### src/rtl/enemy_pkg.sv
// enemy_pkg: shared FSM state type, default widths and helpers for the enemy path scheduler
package enemy_pkg;

    typedef enum logic [1:0] {IDLE, ISSUE, WAIT, CAPTURE} state_t;

    localparam int EN_ADDR_W   = 12;
    localparam int EN_COORD_W  = 12;
    localparam int EN_PATH_LEN = 302;

    function automatic int clog2(input int n);
        int r;
        r = 0;
        while ((1 << r) < n) r++;
        return r;
    endfunction

endpackage

### src/rtl/enemy_path_sched_path_addr.sv
// path_addr_mod: wrapped path address, (ptr + offset) mod PATH_LEN
//   ptr    - global path pointer, always < PATH_LEN
//   offset - per-enemy phase offset, always < PATH_LEN
//   addr   - resulting ROM address
module path_addr_mod
    import enemy_pkg::*;
#(
    parameter int ADDR_W   = EN_ADDR_W,
    parameter int PATH_LEN = EN_PATH_LEN
) (
    input  logic [ADDR_W-1:0] ptr,
    input  logic [ADDR_W-1:0] offset,
    output logic [ADDR_W-1:0] addr
);

    localparam logic [ADDR_W:0] LEN = (ADDR_W+1)'(PATH_LEN);

    logic [ADDR_W:0] sum;
    logic [ADDR_W:0] wrapped;

    // both operands are below PATH_LEN, so one conditional subtract is enough
    assign sum     = {1'b0, ptr} + {1'b0, offset};
    assign wrapped = sum - LEN;
    assign addr    = (sum >= LEN) ? wrapped[ADDR_W-1:0] : sum[ADDR_W-1:0];

endmodule

### src/rtl/enemy_path_sched.sv
// enemy_path_sched: per-frame sweep sharing one registered path ROM among NUM_EN enemies
//   pclk/rst          - pixel clock, async active-low reset
//   frame_tick/enable - frame pulse and tick acceptance gate
//   alive             - per-enemy alive mask, sampled in that enemy's ISSUE cycle
//   rom_addr/rom_x/y  - registered ROM address and its data (1-cycle latency)
//   x_pos/y_pos       - latched coordinates, enemy i at [i*COORD_W +: COORD_W]
//   upd_valid/upd_id  - one-cycle update pulse and updated enemy index
//   busy/path_ptr     - sweep in progress, global path pointer
//   overrun           - sticky flag: tick arrived while a sweep was running
module enemy_path_sched
    import enemy_pkg::*;
#(
    parameter int NUM_EN      = 3,
    parameter int PATH_LEN    = EN_PATH_LEN,
    parameter int ADDR_W      = EN_ADDR_W,
    parameter int COORD_W     = EN_COORD_W,
    parameter int OFFSET_STEP = 100,
    parameter int STEP_DIV    = 1,
    localparam int ID_W       = (NUM_EN > 1) ? clog2(NUM_EN) : 1
) (
    input  logic                      pclk,
    input  logic                      rst,
    input  logic                      frame_tick,
    input  logic                      enable,
    input  logic [NUM_EN-1:0]         alive,
    output logic [ADDR_W-1:0]         rom_addr,
    input  logic [COORD_W-1:0]        rom_x,
    input  logic [COORD_W-1:0]        rom_y,
    output logic [NUM_EN*COORD_W-1:0] x_pos,
    output logic [NUM_EN*COORD_W-1:0] y_pos,
    output logic                      upd_valid,
    output logic [ID_W-1:0]           upd_id,
    output logic                      busy,
    output logic [ADDR_W-1:0]         path_ptr,
    output logic                      overrun
);

    localparam int DIV_W = (STEP_DIV > 1) ? clog2(STEP_DIV) : 1;

    state_t             state, state_n;
    logic [ID_W-1:0]    idx;
    logic [DIV_W-1:0]   div_cnt;
    logic [ADDR_W-1:0]  offset;
    logic [ADDR_W-1:0]  addr;
    logic               accept, issue_rd, capture, step_idx, last;

    assign last   = idx == ID_W'(NUM_EN - 1);
    assign offset = ADDR_W'(int'(idx) * OFFSET_STEP);
    assign busy   = state != IDLE;

    path_addr_mod #(.ADDR_W(ADDR_W), .PATH_LEN(PATH_LEN)) u_path_addr (
        .ptr    (path_ptr),
        .offset (offset),
        .addr   (addr)
    );

    always_ff @(posedge pclk or negedge rst)
        if (!rst) state <= IDLE;
        else      state <= state_n;

    always_comb begin
        state_n  = state;
        accept   = 1'b0;
        issue_rd = 1'b0;
        capture  = 1'b0;
        step_idx = 1'b0;
        case (state)
            IDLE: begin
                accept  = frame_tick && enable;
                state_n = accept ? ISSUE : IDLE;
            end
            ISSUE: begin
                // dead enemies are skipped in a single cycle without a ROM read
                issue_rd = alive[idx];
                step_idx = !alive[idx] && !last;
                state_n  = alive[idx] ? WAIT : (last ? IDLE : ISSUE);
            end
            WAIT: state_n = CAPTURE;
            CAPTURE: begin
                capture  = 1'b1;
                step_idx = !last;
                state_n  = last ? IDLE : ISSUE;
            end
            default: state_n = IDLE;
        endcase
    end

    always_ff @(posedge pclk or negedge rst) begin
        if (!rst) begin
            idx       <= '0;
            div_cnt   <= '0;
            path_ptr  <= '0;
            rom_addr  <= '0;
            x_pos     <= '0;
            y_pos     <= '0;
            upd_valid <= 1'b0;
            upd_id    <= '0;
            overrun   <= 1'b0;
        end else begin
            upd_valid <= capture;
            if (frame_tick && busy) overrun <= 1'b1;
            if (accept) begin
                idx <= '0;
                if (div_cnt == DIV_W'(STEP_DIV - 1)) begin
                    div_cnt  <= '0;
                    path_ptr <= (path_ptr == ADDR_W'(PATH_LEN - 1)) ? '0 : path_ptr + 1'b1;
                end else begin
                    div_cnt <= div_cnt + 1'b1;
                end
            end
            if (step_idx) idx <= idx + 1'b1;
            if (issue_rd) rom_addr <= addr;
            if (capture) begin
                x_pos[int'(idx)*COORD_W +: COORD_W] <= rom_x;
                y_pos[int'(idx)*COORD_W +: COORD_W] <= rom_y;
                upd_id <= idx;
            end
        end
    end

endmodule

### config.mk
export PLATFORM = sky130hd
export DESIGN_NAME = enemy_path_sched
export DESIGN_NICKNAME = d
export VERILOG_FILES = /design/src/rtl/enemy_pkg.sv /design/src/rtl/enemy_path_sched_path_addr.sv /design/src/rtl/enemy_path_sched.sv
export SDC_FILE = /design/constraint.sdc
export NUM_CORES = 1
export LEC_CHECK = 0
export ABC_AREA = 1
export BUFFER_PORTS_ARGS = -buffer_cell sky130_fd_sc_hd__buf_2
export CELL_PAD_IN_SITES_DETAIL_PLACEMENT = 2
export CELL_PAD_IN_SITES_GLOBAL_PLACEMENT = 2
export CORE_MARGIN = 2
export CORE_UTILIZATION = 35
export CTS_BUF_LIST = sky130_fd_sc_hd__clkbuf_2
export CTS_CLUSTER_SIZE = 25
export DETAILED_ROUTE_END_ITERATION = 6
export PLACE_DENSITY_LB_ADDON = 0.1
export SLEW_MARGIN = 20
export SYNTH_ARGS = -nofsm -noshare
export SYNTH_HDL_FRONTEND = slang
export SYNTH_SLANG_ARGS = --single-unit
### constraint.sdc
create_clock -name pclk -period 6.5 [get_ports pclk]
set_clock_uncertainty 0.1 [all_clocks]
set_input_delay 0.65 -clock pclk [delete_from_list [all_inputs] [get_ports pclk]]
set_output_delay 0.65 -clock pclk [all_outputs]
set_load 0.01 [all_outputs]
==> results.sh <==
export IMPL_run_status="finished clean"
export IMPL_routed_wl_microns=22500
export IMPL_die_area_sq_um=18100
export IMPL_h_tree_depth=3
export IMPL_routed_via_count=5924
export IMPL_worstPathArrival_ps=5030
export IMPL_rsz0062_at_grt="no"
export IMPL_cts_buffers_inserted=9
export IMPL_num_rows=47
export IMPL_synth_avg_cell_area_sq_um=7.81
export IMPL_synth_top_area_share_pct=43.5
export IMPL_ys_warn_count=0
export IMPL_die_w_microns=135
export IMPL_power_leakage_nw=3.50
export IMPL_portBuffers=131
export IMPL_synth_largest_area_cell="dfrtp_1"
export IMPL_max_cap_violations=0
export IMPL_cp_common_cell="o21ai_0"
export IMPL_ir_worst_vdd_uv=197
export IMPL_gp_congestion=0.853
export IMPL_hold_path_depth=2
export IMPL_period_minus_slack_ps=4590
export IMPL_cts_sinks=104
export IMPL_syn_inst=765
export IMPL_cts_setup_buffers=0
export IMPL_holdWs_ps=133
export IMPL_worstPathMaxFanout=42
export IMPL_cp_cell_sequence="inv_2 > ha_1 > nor2_1 > nor2_1 > inv_2 > o21ai_0 > o21ai_0 > o21ai_0"
export IMPL_start_util_pct=35.9
export IMPL_final_hold_viol_count=0
export IMPL_finalCritPeriodShare_pct=70.7
export IMPL_reg2reg_depth=8
export IMPL_clock_fmax_ghz=0.218
export IMPL_startpoint_type="flop"
export IMPL_ys_top_cells_by_count="nand2_1 (173), dfrtp_1 (104), o21ai_0 (96), inv_1 (61), nor2_1 (50)"
export IMPL_slew_headroom_pct=30.5
export IMPL_cts_buffer_depth=2
export IMPL_yosysMostFrequentCell="nand2_1"
export IMPL_slowest_delay_ps=950
export IMPL_cts_tree="built"
export IMPL_core_area_sq_um=16600
export IMPL_setup_tns_ps=0
export IMPL_end_kind="flop"
export IMPL_first_pass_iters=4
export IMPL_hold_path_class="input port to flop"
export IMPL_setup_viol=0
export IMPL_synth_cell_types=42
export IMPL_grt_max_degree=66
export IMPL_tightest_slew_ps=1040
export IMPL_grt_pass1_vias=6502
export IMPL_synthToLayoutAreaGrowth_pct=14.7
export IMPL_synth_seq_cells=104
export IMPL_place_ws_ps=1640
export IMPL_ys_seq_area_share_pct=43.5
export IMPL_slew_violations=0
export IMPL_critPathKind="flop to flop"
export IMPL_ys_flop_type="dfrtp_1"
export IMPL_synth_edf_count=0
export IMPL_grt_pass1_wl_microns=35700
export IMPL_synth_net_count=814
export IMPL_path_clk_slew_ps=310
export IMPL_ant_nets=0
export IMPL_grt_use_total_pct=25.4
export IMPL_drive_gt1_share_pct=21.7
export IMPL_grt_overflow_total=0
export IMPL_viasPerCell=5.40
export IMPL_syn_area_sq_um=5980
export IMPL_root_buffer="clkbuf_2"
export IMPL_dp_hpwl_microns=17100
export IMPL_clk_latency_ps=640
export IMPL_drt_iter0_markers=306
export IMPL_antenna_found_initial=1
export IMPL_cp_required_ps=6940
export IMPL_avgRoutedWirePerCell_microns=20.5
export IMPL_die_y_microns=135
export IMPL_cpMaxStageDelayCell="dfrtp_1"
export IMPL_yosys_top_cells_area="dfrtp_1 (44%), nand2_1 (11%), o21ai_0 (8.0%), o21ai_1 (3.9%), inv_1 (3.8%)"
export IMPL_nets=920
export IMPL_drcViolationCount=0
export IMPL_ioPinCount=132
export IMPL_fin_ws_ps=1910
export IMPL_power_density_nw_per_um2=534
export IMPL_synthArstFlopShare_pct=100
where the power goes:
part | total [mW] | leakage (nW) | switching [mW] | internal (mW)
sequential | 1.11 | 1.31 | 0.208 | 0.898
combinational | 2.25 | 2.13 | 1.54 | 0.713
clock | 0.301 | 0.0580 | 0.247 | 0.0535
total | 3.66 | 3.50 | 2.00 | 1.66
stage by stage:
stage	util (%)	instances	total power, mW	area [sq um]
after floorplan	-	765	2.59	5980
after global placement	40.6	1079	3.28	6750
after detailed placement	40.6	1079	3.39	6750
after CTS	41.2	1096	3.70	6850
after global routing	41.2	1097	4.01	6860
final	41.2	1097	3.66	6860
cell families (layout without fill, tap and decap cells):
kind of cell | Yosys count | after routing | synth area share (%)
adder cells (fa/ha/maj) | 18 | 18 | 3.89
AND/OR/NAND/NOR | 318 | 318 | 24.5
XOR/XNOR | 13 | 13 | 1.90
buffers and inverters | 111 | 222 | 7.54
other | 0 | 1 | 0
AO/OA/AOI/OAI | 201 | 201 | 18.6
flip-flops | 104 | 104 | 43.5
timing repair:
item	in CTS	in global routing
hold buffers	1	0
endpoints found under the hold margin	39	0
resized for setup	0	0
cell usage in the layout, fill, tap and decap left out, types with 2 or more instances in the layout:
cell type | synthesis | routed
nand2_4 | 5 | 5
ha_1 | 17 | 17
nor4_1 | 3 | 3
xor2_1 | 11 | 11
clkinv_1 | 3 | 5
inv_2 | 6 | 7
nor3b_1 | 4 | 4
nand2_2 | 13 | 13
o21ai_0 | 96 | 96
nand3_1 | 29 | 29
dfrtp_1 | 104 | 104
a32oi_1 | 8 | 8
buf_4 | 1 | 5
nor2_2 | 3 | 3
a32o_1 | 2 | 2
buf_2 | 12 | 130
nand3b_1 | 3 | 3
inv_1 | 61 | 60
nand2_1 | 173 | 173
nor2_4 | 2 | 2
inv_6 | 0 | 2
nand3_2 | 6 | 6
xnor2_1 | 2 | 2
nor2_1 | 50 | 50
nor3_1 | 4 | 4
a31oi_1 | 3 | 3
a22oi_1 | 9 | 9
a21oi_1 | 28 | 28
o211ai_1 | 3 | 3
clkbuf_2 | 0 | 10
nand4_1 | 21 | 21
o21ai_1 | 46 | 46
final timing paths:
kind | start | end | slack, ps
min in group asynchronous | rst | y_pos[31] | 340
max in group asynchronous | rst | rom_addr[9] | 4680
hold / removal | frame_tick | overrun | 130
hold reg to reg | rom_addr[7] | rom_addr[7] | 420
setup reg to reg | idx[0] | y_pos[28] | 1910
setup / recovery | idx[0] | y_pos[28] | 1910
critical path: cells and delay by family (launching register included):
kind | cells | cell delay, ps
AOI/OAI and AO/OA | 3 | 480
adders and majority gates | 1 | 540
buffers and inverters | 2 | 1110
DFF | 1 | 950
and+or+nand+nor | 2 | 1290
sequential cells by signal, indices dropped and copies added (netlist names), named ones only:
name / count
upd_id: 2
rom_addr: 12
upd_valid: 1
overrun: 1
state: 1
idx: 2
x_pos: 36
y_pos: 36
path_ptr: 12
layer usage:
metal	GRT usage, %	vias to the layer above	routed length, microns
li1	-	2763	-
met4	7.13	0	376
met1	29.4	3029	9120
met3	2.97	23	579
met2	49.0	109	12400
met5	0	-	0
final cells by class:
type	count	area (sq um)
Antenna cell	1	2.50
Clock buffer	10	50.0
Clock inverter	6	41.3
Fill cell	2030	9790
Inverter	70	263
Multi-Input combinational cell	550	2920
Sequential cell	104	2600
Tap cell	220	275
Timing Repair Buffer	136	698
Power figures use the tool's default switching activity.
